**src/rtl/dft_axil_regs.sv**
```systemverilog
// dft_axil_regs: AXI4-Lite slave register file with RW control, RO status and a sticky W1C interrupt block.
module dft_axil_regs #(
    parameter int          ADDR_WIDTH = 24,
    parameter int          NUM_CTRL   = 8,
    parameter int          NUM_STAT   = 4,
    parameter int          NUM_IRQ    = 4,
    parameter logic [31:0] ID_VALUE   = 32'hDF7_0002,
    localparam int         SW         = (NUM_STAT > 0) ? 32 * NUM_STAT : 32
) (
    input  logic                     AXI_S_ACLK,
    input  logic                     AXI_S_ARESETn,
    input  logic                     AXI_S_AWVALID,
    output logic                     AXI_S_AWREADY,
    input  logic [ADDR_WIDTH-1:0]    AXI_S_AWADDR,
    input  logic [2:0]               AXI_S_AWPROT,
    input  logic                     AXI_S_WVALID,
    output logic                     AXI_S_WREADY,
    input  logic [31:0]              AXI_S_WDATA,
    input  logic [3:0]               AXI_S_WSTRB,
    output logic                     AXI_S_BVALID,
    input  logic                     AXI_S_BREADY,
    output logic [1:0]               AXI_S_BRESP,
    input  logic                     AXI_S_ARVALID,
    output logic                     AXI_S_ARREADY,
    input  logic [ADDR_WIDTH-1:0]    AXI_S_ARADDR,
    input  logic [2:0]               AXI_S_ARPROT,
    output logic                     AXI_S_RVALID,
    input  logic                     AXI_S_RREADY,
    output logic [31:0]              AXI_S_RDATA,
    output logic [1:0]               AXI_S_RRESP,
    output logic [32*NUM_CTRL-1:0]   CTRL_REGS,
    output logic [NUM_CTRL-1:0]      CTRL_WR,
    input  logic [SW-1:0]            STAT_REGS,
    input  logic [NUM_IRQ-1:0]       IRQ_IN,
    output logic                     INTERRUPT
);
    localparam int IW = ADDR_WIDTH - 2;
    localparam int STAT_BASE = 4 + NUM_CTRL;
    localparam int MAP_END = STAT_BASE + NUM_STAT;
    localparam logic [1:0] S_IDLE = 2'd0, S_HAVE_AW = 2'd1, S_HAVE_W = 2'd2, S_RESP = 2'd3;

    logic [1:0]         state_q, state_d;
    logic               init_q;
    logic [IW-1:0]      aw_idx_q;
    logic [31:0]        w_data_q;
    logic [3:0]         w_strb_q;
    logic [1:0]         bresp_q;
    logic               rvalid_q;
    logic [31:0]        rdata_q;
    logic [1:0]         rresp_q;
    logic [31:0]        ctrl_q [NUM_CTRL];
    logic [NUM_CTRL-1:0] ctrl_wr_q, ctrl_hit;
    logic [NUM_IRQ-1:0] irq_stat_q, irq_stat_d, irq_mask_q, irq_clr;
    logic               int_q;
    logic               aw_hs, w_hs, ar_hs, commit, rd_err;
    logic [IW-1:0]      wr_idx, rd_idx;
    logic [31:0]        wr_data, wr_mask, wr_bits, rd_data;
    logic [3:0]         wr_strb;
    logic               unused_ok;

    // init_q holds the readies low until the first edge after reset release
    assign AXI_S_AWREADY = init_q & (state_q == S_IDLE | state_q == S_HAVE_W);
    assign AXI_S_WREADY  = init_q & (state_q == S_IDLE | state_q == S_HAVE_AW);
    assign AXI_S_BVALID  = state_q == S_RESP;
    assign AXI_S_BRESP   = bresp_q;
    assign AXI_S_ARREADY = init_q & ~rvalid_q;
    assign AXI_S_RVALID  = rvalid_q;
    assign AXI_S_RDATA   = rdata_q;
    assign AXI_S_RRESP   = rresp_q;
    assign CTRL_WR       = ctrl_wr_q;
    assign INTERRUPT     = int_q;
    assign unused_ok     = ^{AXI_S_AWPROT, AXI_S_ARPROT, AXI_S_AWADDR[1:0], AXI_S_ARADDR[1:0]};

    assign aw_hs   = AXI_S_AWVALID & AXI_S_AWREADY;
    assign w_hs    = AXI_S_WVALID & AXI_S_WREADY;
    assign ar_hs   = AXI_S_ARVALID & AXI_S_ARREADY;
    assign commit  = (aw_hs | state_q == S_HAVE_AW) & (w_hs | state_q == S_HAVE_W);
    assign wr_idx  = (state_q == S_HAVE_AW) ? aw_idx_q : AXI_S_AWADDR[ADDR_WIDTH-1:2];
    assign wr_data = (state_q == S_HAVE_W) ? w_data_q : AXI_S_WDATA;
    assign wr_strb = (state_q == S_HAVE_W) ? w_strb_q : AXI_S_WSTRB;
    assign wr_mask = {{8{wr_strb[3]}}, {8{wr_strb[2]}}, {8{wr_strb[1]}}, {8{wr_strb[0]}}};
    assign wr_bits = wr_data & wr_mask;
    assign rd_idx  = AXI_S_ARADDR[ADDR_WIDTH-1:2];
    assign rd_err  = rd_idx >= IW'(MAP_END);

    assign state_d = commit ? S_RESP :
                     aw_hs ? S_HAVE_AW :
                     w_hs ? S_HAVE_W :
                     (AXI_S_BVALID & AXI_S_BREADY) ? S_IDLE : state_q;

    // set beats clear when IRQ_IN and a W1C land on the same edge
    assign irq_clr    = (commit && wr_idx == IW'(1)) ? wr_bits[NUM_IRQ-1:0] : '0;
    assign irq_stat_d = (irq_stat_q & ~irq_clr) | IRQ_IN;

    for (genvar i = 0; i < NUM_CTRL; i++) begin : g_ctrl
        assign CTRL_REGS[32*i +: 32] = ctrl_q[i];
        assign ctrl_hit[i] = commit && wr_idx == IW'(4 + i);
    end

    always_comb begin
        rd_data = '0;
        if (rd_idx == IW'(0)) rd_data = ID_VALUE;
        if (rd_idx == IW'(1)) rd_data = 32'(irq_stat_q);
        if (rd_idx == IW'(2)) rd_data = 32'(irq_mask_q);
        for (int i = 0; i < NUM_CTRL; i++)
            if (rd_idx == IW'(4 + i)) rd_data = ctrl_q[i];
        for (int i = 0; i < NUM_STAT; i++)
            if (rd_idx == IW'(STAT_BASE + i)) rd_data = STAT_REGS[32*i +: 32];
    end

    always_ff @(posedge AXI_S_ACLK or negedge AXI_S_ARESETn) begin
        if (!AXI_S_ARESETn) begin
            state_q    <= S_IDLE;
            init_q     <= 1'b0;
            aw_idx_q   <= '0;
            w_data_q   <= '0;
            w_strb_q   <= '0;
            bresp_q    <= '0;
            rvalid_q   <= 1'b0;
            rdata_q    <= '0;
            rresp_q    <= '0;
            ctrl_wr_q  <= '0;
            irq_stat_q <= '0;
            irq_mask_q <= '0;
            int_q      <= 1'b0;
            for (int i = 0; i < NUM_CTRL; i++) ctrl_q[i] <= '0;
        end else begin
            state_q    <= state_d;
            init_q     <= 1'b1;
            aw_idx_q   <= aw_hs ? AXI_S_AWADDR[ADDR_WIDTH-1:2] : aw_idx_q;
            w_data_q   <= w_hs ? AXI_S_WDATA : w_data_q;
            w_strb_q   <= w_hs ? AXI_S_WSTRB : w_strb_q;
            bresp_q    <= commit ? (wr_idx >= IW'(MAP_END) ? 2'b10 : 2'b00) : bresp_q;
            rvalid_q   <= ar_hs | (rvalid_q & ~AXI_S_RREADY);
            rdata_q    <= ar_hs ? rd_data : rdata_q;
            rresp_q    <= ar_hs ? (rd_err ? 2'b10 : 2'b00) : rresp_q;
            ctrl_wr_q  <= ctrl_hit;
            irq_stat_q <= irq_stat_d;
            int_q      <= |(irq_stat_q & irq_mask_q);
            if (commit && wr_idx == IW'(2))
                irq_mask_q <= (irq_mask_q & ~wr_mask[NUM_IRQ-1:0]) | wr_bits[NUM_IRQ-1:0];
            for (int i = 0; i < NUM_CTRL; i++)
                if (ctrl_hit[i]) ctrl_q[i] <= (ctrl_q[i] & ~wr_mask) | wr_bits;
        end
    end
endmodule

```
**config.mk**
```make
export PLATFORM = sky130hd
export DESIGN_NAME = dft_axil_regs
export DESIGN_NICKNAME = d
export VERILOG_FILES = /design/src/rtl/dft_axil_regs.sv
export SDC_FILE = /design/constraint.sdc
export NUM_CORES = 1
export LEC_CHECK = 0
export ABC_CLOCK_PERIOD_IN_PS = 4950
export CAP_MARGIN = 20
export CORE_MARGIN = 10
export CORE_UTILIZATION = 30
export DETAILED_ROUTE_END_ITERATION = 7
export PLACE_DENSITY = 0.65
export SLEW_MARGIN = 25
export SYNTH_ARGS = -nofsm -noshare
export SYNTH_HDL_FRONTEND = slang
export SYNTH_SLANG_ARGS = --single-unit
```
**constraint.sdc**
```tcl
create_clock -name AXI_S_ACLK -period 4.95 [get_ports AXI_S_ACLK]
set_clock_uncertainty 0.1 [all_clocks]
set_input_delay 0.99 -clock AXI_S_ACLK [delete_from_list [all_inputs] [get_ports AXI_S_ACLK]]
set_output_delay 0.99 -clock AXI_S_ACLK [all_outputs]
set_load 0.02 [all_outputs]
```
# == Yosys cells after proc, flatten, opt, wreduce, memory -nomap -nowiden ==
# Cells that the tools add are included.
# classes
add_sub_neg,0
mul,0
div,0
n_lt_le_gt_ge,2
eq_ne,27
n_shift,0
n_mux,25
bitwise,41
n_reduce_logical,14
# ops
operator,n
two-way mux 32 bit,14
bitwise AND 32 bit,9
"== test 22 x 4 -> 1 bit, second input constant",12
bitwise OR 32 bit,8
"== test 22 x 3 -> 1 bit, second input constant",8
two-way mux 28 bit,2
"== test 22 x 1 -> 1 bit, second input constant",2
"== test 22 x 2 -> 1 bit, second input constant",2
">= comparator 22 x 5 -> 1 bit, second input constant",2
NOT 32 bit,1
logical NOT 22 bit,1
two-way mux 22 bit,1
bitwise AND 4 bit,3
two-way mux 2 bit,6
logical AND 1 bit,10
bitwise AND 1 bit,9
two-way mux 4 bit,2
NOT 4 bit,2
bitwise OR 4 bit,2
bitwise OR 1 bit,5
"== test 2 bit, second input constant",2
nonzero test 4 bit,1
OR reduction 4 bit,1
"== test 2 x 1 -> 1 bit, second input constant",1
2 further kinds,3
# word_totals
reg_bits,371
latch_bits,0
ramBits,0
romBits,0
word_cells,130
mem_count,0

# == Depth between registers and ports, before layout ==
# logic_depth
ltp_word,16
depth_mapped,10
depth_no_buf,7

# == Worst setup path after synthesis ==
# OpenSTA, ideal clock, no wires.
# synth_path
path_type,input port to flip-flop
from,input AXI_S_AWADDR[20]
to,register with a tool-made name
arrival_time_ps,2908
required_time_ps,4713
path_slack_ps,1806
cell_stages,8
path_buffers,2
cell_sequence,or4_1 o41ai_4 o21ai_1 or3_1 clkbuf_1 buf_2 nand2_1 o21ai_0
# synth_rtl
item,line,rtl
from (decl),14,"input logic [ADDR_WIDTH-1:0] AXI_S_AWADDR,"

# == Worst setup path after layout ==
# layout_path
from,input AXI_S_ARADDR[19]
to,register rdata_q[15] (netlist: AXI_S_RDATA[15])
# layout_via
elab_chain_cells,15
elab_cells_between_ends,28
# layout_rtl
item,line,rtl
from (decl),25,"input logic [ADDR_WIDTH-1:0] AXI_S_ARADDR,"
== test 22 x 1 -> 1 bit,103,if (rd_idx == IW'(1)) rd_data = 32'(irq_stat_q);
two-way mux 28 bit,103,
two-way mux 32 bit,104,if (rd_idx == IW'(2)) rd_data = 32'(irq_mask_q);
two-way mux 32 bit (8 in a row),106,if (rd_idx == IW'(4 + i)) rd_data = ctrl_q[i];
two-way mux 32 bit (3 in a row),108,if (rd_idx == IW'(STAT_BASE + i)) rd_data = STAT_REGS[32*i +: 32];
two-way mux 32 bit (*),108,
to (signal assigned),135,rdata_q <= ar_hs ? rd_data : rdata_q;
to (decl),49,logic [31:0] rdata_q;
# Mark *: on every way between the ends. The rest lies on a longest branch, timed or not.
# A chain may end at the register's enable or synchronous reset.

==> impl_metrics.toml <==
[drt]
drc = 0
detail_route.first_pass.iterations = 5
avgViaCountPerCell = 5.54
drt.antenna.violating_nets = 0
dr_total_vias = 16471
routed_wirelength_um = 92700
dr.first_iter.drc_count = 1551
routedWlPerCell_um = 31.2

[clock_tree]
worst_skew_pair_later_pin_latency_ns = 0.59
cts_sinks = 369
cts-buffers-inserted = 45
hold_buffers = 0
cts_tree = "yes"
clk_transition_reported_paths_ns = 0.06
cts_post_setup_buffers_inserted = 0
cts_max_path_buffers = 3
clockRootBuffer = "clkbuf_16"
cts_resized = 0
clock_tree.htree_level_count = 2

[synthesis]
synth-edff-count = 0
synth_top_flop_cell = "dfrtp_1"
synth-compound-area-share_pct = 13.9
post_synth_inst_count = 1577
yosys_warnings = 0
synth.avg_cell_area_sq_um = 11.4
synth_top_family_by_area = "multiplexers"
synth-xor-area-share_pct = 0.0488
ys_async_sr_fraction_pct = 100
muxShareOfSynthArea_pct = 21.4
synthSimpleGateAreaFrac_pct = 10.6
ys_seq_elements = 369
synthesis.area_sq_um = 17900
seq_area_frac_synth_pct = 51.5
netlist-cell-type-count = 69
synth_fa_ha_area_share_pct = 0

[setup_path]
reg2reg_slack_ns = 1.54
critPathCaptureType = "flip-flop"
setup.worst_path.start_class = "primary input"
timing.reg2reg.worst_path_depth = 9
reg2reg_from = "state_q[1]$_DFFE_PN0P_"
criticalPathCategory = "in -> reg"
critical_path_peak_fanout = 15
timing.critical_path.from = "AXI_S_ARADDR[19]"
worst-endpoint-arrival_ns = 4.51
critPathRequiredTime_ns = 5.33

[finish]
layout_cell_share_with_drive_strength_beyond_1_pct = 23.3
number_of_nets_in_the_finished_design = 2387
area_growth_pct = 45.6

[floorplan]
cell_row_count = 89
io-pin-count = 535
floorplan.initialDensity_pct = 30.3
core_sq_um = 59100
fp.dieArea_sq_um = 70000
chipWidth_um = 265
die_height_um = 265

[hold_path]
worstHoldPathType = "in -> async"

[power]
max-vdd-ir-drop_mv = 0.229
total_power_mw = 8.65
cellPowerDensity_nw_per_um2 = 331
static-leakage-power_nw = 11.2

[timing]
worst_pin_slew_ns = 1.17
count_of_final_setup_violators = 0
max-slew-margin-rel_pct = 21.9
fin_crit_sh_pct = 83.3
timing.fmax_mhz = 242
grt_setup_unrepaired = "no"
timing.final.ws_setup_ns = 0.824
setup_tns_ns = 0
slew_viol_final = 0
finalHoldViolCount = 0
finalWorstPathRequiredPeriod_ns = 4.13

[placement]
final_gp_congestion = 0.894
hpwl_um = 72000
post-place-ws_ns = 0.195
io_buffer_count = 522

[global_route]
grt_remaining_overflow = 0
grt_start_max_net_pins = 107
global_route_usage_over_all_layers_pct = 25.5
grt_pass1_wl_um = 130000
number_of_global_route_vias_before_repair = 16799
antenna_found_initial = 11

[status]
outcome = "finished clean"

[flow_run]
cap_violations = 0
logic make-up after synthesis:
family / after synthesis
buf+inv: 98
simple gates: 391
other cells: 2
flops: 369
compound gates: 381
xor+xnor: 1
mux: 335
worst max-delay path, stage by stage:
cell	delay (ns)
clkdlybuf4s50_1	0.40
nor4_1	0.71
buf_4	0.23
and3_1	0.19
buf_4	0.25
nand3_1	0.13
buf_4	0.23
o22ai_1	0.48
o221ai_1	0.39
and3_1	0.30
nor3_1	0.18
area by class of cell:
| type | instances | area, sq um |
|---|---|---|
| timing repair buffer | 622 | 6050 |
| tap | 773 | 967 |
| sequential | 369 | 9230 |
| inverter | 9 | 33.8 |
| multi-input combinational | 1111 | 8310 |
| antenna | 5 | 12.5 |
| clock buffer | 62 | 1280 |
| fill | 5490 | 33000 |
| clock inverter | 21 | 225 |
Yosys cell counts, types with 4 or more instances:
cell	n	area share, %
nor2b_1	9	0.31
inv_1	9	0.19
nand2_1	78	1.6
o211ai_1	9	0.38
and2_1	5	0.17
nor3_2	10	0.56
or3_1	13	0.45
nand2b_1	5	0.17
a2111oi_0	4	0.20
a222oi_1	8	0.45
nor3_1	17	0.47
o221a_2	4	0.25
mux2i_1	50	2.8
mux2_2	270	17
nor4_1	24	0.84
nor2_1	156	3.3
nand4_1	12	0.42
mux4_2	12	1.5
a221oi_1	23	1.1
o21ai_0	71	2.0
buf_1	6	0.13
buf_4	11	0.46
clkbuf_1	45	0.94
a21oi_1	123	3.4
a22oi_1	34	1.4
buf_2	24	0.67
a31oi_1	5	0.17
a211oi_1	12	0.50
a21o_1	11	0.46
a221o_1	4	0.22
nand3_1	17	0.47
o22ai_1	29	1.0
dfrtp_1	369	51
and3_1	13	0.45
o221ai_1	8	0.39
a311o_1	5	0.28
nand2_2	16	0.56
a22o_1	4	0.20
power breakdown:
group | leakage [nW] | switching [mW] | total (mW) | internal, mW
combinational | 5.51 | 0.999 | 1.79 | 0.790
sequential | 4.93 | 0.189 | 3.49 | 3.30
clock | 0.750 | 1.39 | 3.37 | 1.98
how the worst max path moves through the flow:
| stage | cells past startpoint | end |
|---|---|---|
| after floorplan | 8 | flip-flop |
| after global placement | 11 | AXI_S_RDATA[15]$_DFFE_PN0P_ |
| after detailed placement | 11 | AXI_S_RDATA[15]$_DFFE_PN0P_ |
| after CTS | 11 | AXI_S_RDATA[15]$_DFFE_PN0P_ |
| after global routing | 11 | AXI_S_RDATA[15]$_DFFE_PN0P_ |
| final | 11 | AXI_S_RDATA[15]$_DFFE_PN0P_ |
routing by layer:
metal	wire length [um]	up-vias	part of all wire [%]	global-route usage (%)
met4	2420	12	2.6	7.21
met1	37500	8352	40	31.6
met3	10100	142	11	9.64
li1	-	7067	-	-
met5	81	-	0.087	0
met2	42600	898	46	40.8
layout by cell type (no fill, tap or decap), types with 9 or more instances in the layout:
master and instances:
clkdlybuf4s50_1 519, dfrtp_1 369, mux2_2 270, nor2_1 155
a21oi_1 123, buf_4 95, nand2_1 76, o21ai_0 71
mux2i_1 50, clkbuf_16 45, a22oi_1 34, o22ai_1 29
a221oi_1 23, nor4_1 19, nand2_2 18, nand3_1 17
nor3_1 16, and3_1 13, or3_1 13, nand4_1 12
mux4_2 12, a211oi_1 12, a21o_1 11, nor3_2 10
clkinv_2 10, inv_1 9, o211ai_1 9, clkbuf_8 9
per-stage QoR:
| step | cells | hold slack [ns] | util, % | instance area [sq um] |
|---|---|---|---|---|
| floorplan | 1578 | 0.368 | - | 17900 |
| global placement | 2884 | 0.368 | 41.6 | 24600 |
| detailed placement | 2884 | 0.376 | 41.6 | 24600 |
| CTS | 2967 | 0.390 | 44.1 | 26100 |
| global route | 2970 | 0.419 | 44.2 | 26100 |
| finish | 2972 | 0.369 | 44.2 | 26100 |
Note: power is estimated with default switching activity, not from simulation.
